File: src/rtl/stream_slot_scheduler.sv
// Transmit-side framing scheduler: emits sync pattern plus round-robin payload slots
// as a continuous serial bit stream with registered, stream-aligned side-band flags.
module stream_slot_scheduler #(
    parameter int                    PATTERN_SZ = 8,
    parameter logic [PATTERN_SZ-1:0] PATTERN    = 8'b10110011,
    parameter int                    WINDOW_SZ  = 32,
    parameter int                    OUT_SZ     = 8,
    parameter int                    N_REQ      = 4,
    parameter logic [OUT_SZ-1:0]     IDLE_WORD  = '0,
    localparam int                   OWNER_W    = (N_REQ > 1) ? $clog2(N_REQ) : 1
) (
    input  logic                      clk,
    input  logic                      reset,
    input  logic                      en,
    input  logic [N_REQ-1:0]          req,
    input  logic [N_REQ*OUT_SZ-1:0]   data,
    output logic [N_REQ-1:0]          gnt,
    output logic                      stream,
    output logic                      frame_start,
    output logic                      slot_valid,
    output logic [OWNER_W-1:0]        slot_owner
);

    localparam int N_SLOT   = (WINDOW_SZ - PATTERN_SZ) / OUT_SZ;
    localparam int SLOT_END = PATTERN_SZ + N_SLOT * OUT_SZ;
    localparam int POS_W    = (WINDOW_SZ > 1) ? $clog2(WINDOW_SZ) : 1;
    localparam logic [POS_W-1:0] POS_LAST = POS_W'(WINDOW_SZ - 1);

    typedef enum logic {IDLE, RUN} state_t;

    state_t                state_q, state_d;
    logic [POS_W-1:0]      pos_q, pos_d;
    logic [OWNER_W-1:0]    ptr_q;
    logic [OWNER_W-1:0]    winner;
    logic                  win_found;
    logic                  arb_cycle;
    logic [OUT_SZ-1:0]     win_word;
    logic [OUT_SZ-1:0]     word_q, word_d;
    logic [PATTERN_SZ-1:0] pattern_shifted;
    logic                  stream_d, frame_start_d, slot_valid_d;
    logic [OWNER_W-1:0]    slot_owner_d;

    // Arbitration happens one cycle before each slot's first bit, so the captured
    // word's MSB lands on the registered stream exactly at the slot start.
    // NOTE: every combinational output gets a default first, so no path leaves it unassigned and no latch is inferred.
    always_comb begin
        arb_cycle = 1'b0;
        if (state_q == RUN) begin
            for (int k = 0; k < N_SLOT; k++) begin
                if (int'(pos_q) == PATTERN_SZ + k * OUT_SZ - 1) arb_cycle = 1'b1;
            end
        end
    end

    // Round-robin search starting one past the last winner.
    always_comb begin
        win_found = 1'b0;
        winner    = '0;
        for (int off = 1; off <= N_REQ; off++) begin
            for (int i = 0; i < N_REQ; i++) begin
                if (!win_found && req[i] && i == (int'(ptr_q) + off) % N_REQ) begin
                    win_found = 1'b1;
                    winner    = OWNER_W'(i);
                end
            end
        end
    end

    always_comb begin
        gnt      = '0;
        win_word = IDLE_WORD;
        for (int i = 0; i < N_REQ; i++) begin
            if (arb_cycle && win_found && winner == OWNER_W'(i)) begin
                gnt[i]   = 1'b1;
                win_word = data[i*OUT_SZ +: OUT_SZ];
            end
        end
    end

    // Outputs are computed for the next position so the registered line stays aligned with pos.
    always_comb begin
        state_d         = state_q;
        pos_d           = '0;
        word_d          = word_q;
        stream_d        = 1'b0;
        frame_start_d   = 1'b0;
        slot_valid_d    = 1'b0;
        slot_owner_d    = '0;

        case (state_q)
            IDLE: if (en) state_d = RUN;
            RUN: begin
                if (pos_q == POS_LAST) begin
                    if (!en) state_d = IDLE;
                end else begin
                    pos_d = pos_q + 1'b1;
                end
            end
            default: state_d = IDLE;
        endcase

        pattern_shifted = PATTERN << pos_d;

        if (state_d == RUN) begin
            frame_start_d = (pos_d == '0);
            if (int'(pos_d) < PATTERN_SZ) begin
                stream_d = pattern_shifted[PATTERN_SZ-1];
            end else if (arb_cycle) begin
                word_d       = win_word;
                stream_d     = win_word[OUT_SZ-1];
                slot_valid_d = win_found;
                slot_owner_d = win_found ? winner : '0;
            end else if (int'(pos_d) < SLOT_END) begin
                word_d       = word_q << 1;
                stream_d     = word_d[OUT_SZ-1];
                slot_valid_d = slot_valid;
                slot_owner_d = slot_owner;
            end
        end
    end

    // NOTE: state uses non-blocking assignments so every register samples pre-edge values.
    always_ff @(posedge clk or negedge reset) begin
        if (!reset) begin
            state_q     <= IDLE;
            pos_q       <= '0;
            ptr_q       <= OWNER_W'(N_REQ - 1);
            word_q      <= '0;
            stream      <= 1'b0;
            frame_start <= 1'b0;
            slot_valid  <= 1'b0;
            slot_owner  <= '0;
        end else begin
            state_q     <= state_d;
            pos_q       <= pos_d;
            word_q      <= word_d;
            stream      <= stream_d;
            frame_start <= frame_start_d;
            slot_valid  <= slot_valid_d;
            slot_owner  <= slot_owner_d;
            if (arb_cycle && win_found) ptr_q <= winner;
        end
    end

endmodule
File: config.mk
export PLATFORM = sky130hd
export DESIGN_NAME = stream_slot_scheduler
export DESIGN_NICKNAME = d
export VERILOG_FILES = /design/src/rtl/stream_slot_scheduler.sv
export SDC_FILE = /design/constraint.sdc
export NUM_CORES = 1
export LEC_CHECK = 0
export CORE_MARGIN = 2
export CORE_UTILIZATION = 48
export CTS_CLUSTER_DIAMETER = 120
export CTS_CLUSTER_SIZE = 28
export DETAILED_ROUTE_END_ITERATION = 7
export PLACE_DENSITY_LB_ADDON = 0.3
export SLEW_MARGIN = 30
export SYNTH_ARGS = -nofsm -noshare
export SYNTH_HDL_FRONTEND = slang
export SYNTH_SLANG_ARGS = --single-unit
File: constraint.sdc
create_clock -name clk -period 5.6 [get_ports clk]
set_input_delay 1.68 -clock clk [delete_from_list [all_inputs] [get_ports clk]]
set_output_delay 1.68 -clock clk [all_outputs]
set_load 0.005 [all_outputs]
==> metrics.md <==
| Metric | Value |
|---|---|
| Met2 wire length | `~1600 um` |
| Wire length reported by the detailed router | `between 3000 and 4000 um` |
| Weighted congestion reported at the end of routability-driven placement | `about 0.85` |
| Largest buffer count on any clock path | `2` |
| Post-Synthesis Cell Area | `between 1000 and 1500 um2` |
| Biggest fanout along the worst timing path | `7` |
| Worst Path Buf+Inv | `2` |
| Total power divided by cell area | `a little under 500 nW/um2` |
| Yosys synthesis warning count | `0` |
| Cell Area, Placed | `about 1800 um2` |
| Top Metal Used | `met4` |
| Number of non-filler instances in the completed layout | `roughly 230` |
| Crit path setup slack, layout | `about 0.26 ns` |
| Final hold violation count | `0` |
| Vias after detailed routing | `~1300` |
| CTS H-tree depth | `1` |
| Inserted Diodes | `0` |
| Per-instance average area after synthesis | `between 8 and 9 um2` |
| Max stage delay cell, worst path | `sky130_fd_sc_hd__clkdlybuf4s50_1` |
| Setup-failing EPs final | `0` |
| Crit path cell chain | `clkdlybuf4s50_1 > nor2b_1 > o21ai_0 > nand3_1 > nor3_1 > clkdlybuf4s50_1` |
| Number of instances in the placed design | `approximately 230` |
| Clk Latency, worst-skew pair | `0.30 ns` |
| Area added between synthesis and finish | `39.9%` |
| Worst hold path type | `reg2reg` |
| Most common library cell in the layout ignoring fill and taps | `sky130_fd_sc_hd__clkdlybuf4s50_1` |
| Slew HR | `0.569` |
| First-pass GRT wire length | `roughly 5300 um` |
| Core footprint | `2690 um2` |
| Initial antenna violation count | `0` |
| Vias per cell | `5.81` |
| HPWL after detailed placement | `2630 um` |
| Top_reg_cell synth | `sky130_fd_sc_hd__dfrtp_1` |
| Number of distinct library cells after synthesis | `between 40 and 50` |
| Wire length per cell | `13.8 um` |
| Syn_nets | `~190` |
| Number of port buffers | `between 40 and 50` |
| Critical path startpoint category | `primary input` |
| Post-Synthesis Cells | `approximately 150` |
| GR Util All Layers | `0.209` |
| Top cell family by delay on the critical path | `buffers and inverters` |
| Worst Setup End Kind | `output port` |
| Detailed-routing iteration count for the pre-antenna-repair pass | `4` |
| Fin. max-slew vios | `0` |
| I/O Pins | `48` |
| Req. time, crit path | `roughly 3.9 ns` |
| CTS tree | `yes` |
| Post-CTS setup repair buffer count | `0` |
| Run status | `finished, final reports clean` |
| Final-stage net count | `around 240` |
| Share of synthesized flip-flops with an asynchronous set or reset | `1.00` |
| Most frequent cells in the layout | `sky130_fd_sc_hd__clkdlybuf4s50_1, sky130_fd_sc_hd__nor2_1, sky130_fd_sc_hd__nand2_1, sky130_fd_sc_hd__dfrtp_1, sky130_fd_sc_hd__a21oi_1` |
| DRC | `0` |
| Resized cells post-CTS | `0` |
| Number of cell rows | `19` |
| Remaining Overflow, GRT | `0` |
| Final design area excluding fillers | `between 1500 and 2000 um2` |
| Filler cell count | `between 200 and 250` |
| Slew at the pin closest to its max-slew limit | `0.636 ns` |
| Largest vdd supply drop | `0.325 mV` |
| Clock tree sinks | `20` |
| Leakage power of the design | `between 0.7 and 0.8 nW` |
| Cts-stage hold buffer count | `0` |
| Share of final-layout standard cells stronger than drive strength 1 | `0.0850` |
| Worst-path clk slew | `~0.10 ns` |
| Worst Skew | `roughly 0.0061 ns` |
| Count of flip-flops with a built-in enable after synthesis | `0` |
| TritonCTS Buffers | `3` |
| Sum of met3 wire segment lengths after detailed routing | `about 220 um` |
| Die Y-Extent | `~56 um` |
| First DRT Iteration DRCs | `between 40 and 50` |
| Area of the die | `approximately 3200 um2` |
| Total Neg Setup Slack | `0 ns` |
| Worst stage delay on the critical path | `approximately 0.52 ns` |
| #FFs+latches synth | `20` |
| Max-cap violations | `0` |
| FMAX | `187 MHz` |
| Arrival @ worst endpoint | `3.66 ns` |
| Sequential fraction of the synthesis area | `0.381` |
| Post-route minimum period | `roughly 5.3 ns` |
| Largest net degree at the start of global routing | `21` |
| WS Path Type | `in2out` |
| Unrepaired setup endpoints after global routing | `false` |
| Sum of routed wire segments on met1 | `~1300 um` |
| Initial Util | `0.491` |
| Final period utilization | `0.954` |
| Final core utilization | `0.687` |
| Die Wd | `56.4 um` |
| Clock Root Buffer | `sky130_fd_sc_hd__clkbuf_4` |
| Via count of the first global-routing pass | `about 1300` |
| Most numerous cell on the critical path | `sky130_fd_sc_hd__clkdlybuf4s50_1` |
| Number of antenna-violating nets in the routed design | `0` |
| Pre-CTS setup slack | `between 0.2 and 0.3 ns` |
==> through the flow <==
stage | total power, mW | hold slack (ns)
finish | 0.902 | 0.497
global route | 0.977 | 0.539
CTS | 0.907 | 0.498
detailed placement | 0.822 | 0.478
global placement | 0.800 | 0.470
floorplan | 0.661 | 0.450
==> routing by layer <==
| metal | GRT usage | vias up |
|---|---|---|
| met4 | 0.0884 | 0 |
| met2 | 0.369 | 57 |
| li1 | - | 643 |
| met1 | 0.246 | 638 |
| met3 | 0.0369 | 4 |
| met5 | 0 | - |
==> area by class of cell <==
class / count / area, um2 / area share
inverter: 5 / 18.8 / 0.0102
timing repair buffer: 49 / 480 / 0.260
tap: 31 / 38.8 / 0.0210
sequential: 20 / 503 / 0.272
clock buffer: 4 / 36.3 / 0.0196
multi-input combinational: 122 / 769 / 0.417
==> state kept, by name, indices dropped and copies added (netlist names) <==
name and cells:
stream 1, word_q 7, frame_start 1, ptr_q 2, slot_valid 1, pos_q 5, slot_owner 2, state_q 1
==> worst min-delay path, stage by stage, from the launching register on <==
cell and delay, ns:
sky130_fd_sc_hd__dfstp_2 0.41, sky130_fd_sc_hd__nand2_1 0.06, sky130_fd_sc_hd__nand2_1 0.04
==> power breakdown <==
group	internal, mW	leakage [nW]	switching (mW)
logic	0.265	0.536	0.288
registers	0.221	0.239	0.0452
clock network	0.0396	0.0210	0.0427
==> logic make-up (layout without fill, tap and decap cells) <==
group,Yosys count,in the layout,share of synthesized area
flops,20,20,0.381
compound gates,45,45,0.243
mux,8,8,0.0749
buf+inv,10,58,0.0360
xor+xnor,2,2,0.0133
fa+ha+maj,3,3,0.0284
simple gates,64,64,0.224
==> synthesized netlist by cell type, types with 2 or more instances <==
library cell / instances / share of area
sky130_fd_sc_hd__a21o_1: 3 / 0.017
sky130_fd_sc_hd__a21oi_1: 10 / 0.038
sky130_fd_sc_hd__a221oi_1: 4 / 0.027
sky130_fd_sc_hd__a31oi_1: 2 / 0.0095
sky130_fd_sc_hd__and3_1: 2 / 0.0095
sky130_fd_sc_hd__buf_2: 2 / 0.0076
sky130_fd_sc_hd__clkbuf_1: 2 / 0.0057
sky130_fd_sc_hd__dfrtp_1: 18 / 0.34
sky130_fd_sc_hd__dfstp_2: 2 / 0.040
sky130_fd_sc_hd__ha_1: 3 / 0.028
sky130_fd_sc_hd__inv_1: 5 / 0.014
sky130_fd_sc_hd__mux2_1: 2 / 0.017
sky130_fd_sc_hd__mux2_4: 3 / 0.034
sky130_fd_sc_hd__mux2i_1: 2 / 0.015
sky130_fd_sc_hd__nand2_1: 19 / 0.054
sky130_fd_sc_hd__nand2b_1: 4 / 0.019
sky130_fd_sc_hd__nand3_1: 5 / 0.019
sky130_fd_sc_hd__nor2_1: 21 / 0.060
sky130_fd_sc_hd__nor2b_1: 4 / 0.019
sky130_fd_sc_hd__nor3_1: 3 / 0.011
sky130_fd_sc_hd__o21ai_0: 9 / 0.034
sky130_fd_sc_hd__o21ai_1: 2 / 0.0076
sky130_fd_sc_hd__o21bai_1: 4 / 0.023
==> worst paths after layout <==
kind	startpoint	to	slack (ns)	depth (start not counted)
min	ptr_q[1]$_DFFE_PN1P_	ptr_q[1]$_DFFE_PN1P_	0.50	2
max in group asynchronous	reset	ptr_q[1]$_DFFE_PN1P_	3.97	1
max reg2reg	pos_q[0]$_DFF_PN0_	word_q[4]$_DFFE_PN0P_	2.99	10
max	req[3]	gnt[0]	0.26	6
min in group asynchronous	reset	word_q[4]$_DFFE_PN0P_	1.30	1
min reg2reg	ptr_q[1]$_DFFE_PN1P_	ptr_q[1]$_DFFE_PN1P_	0.50	2
No activity file was read; power rests on OpenSTA's default activity.
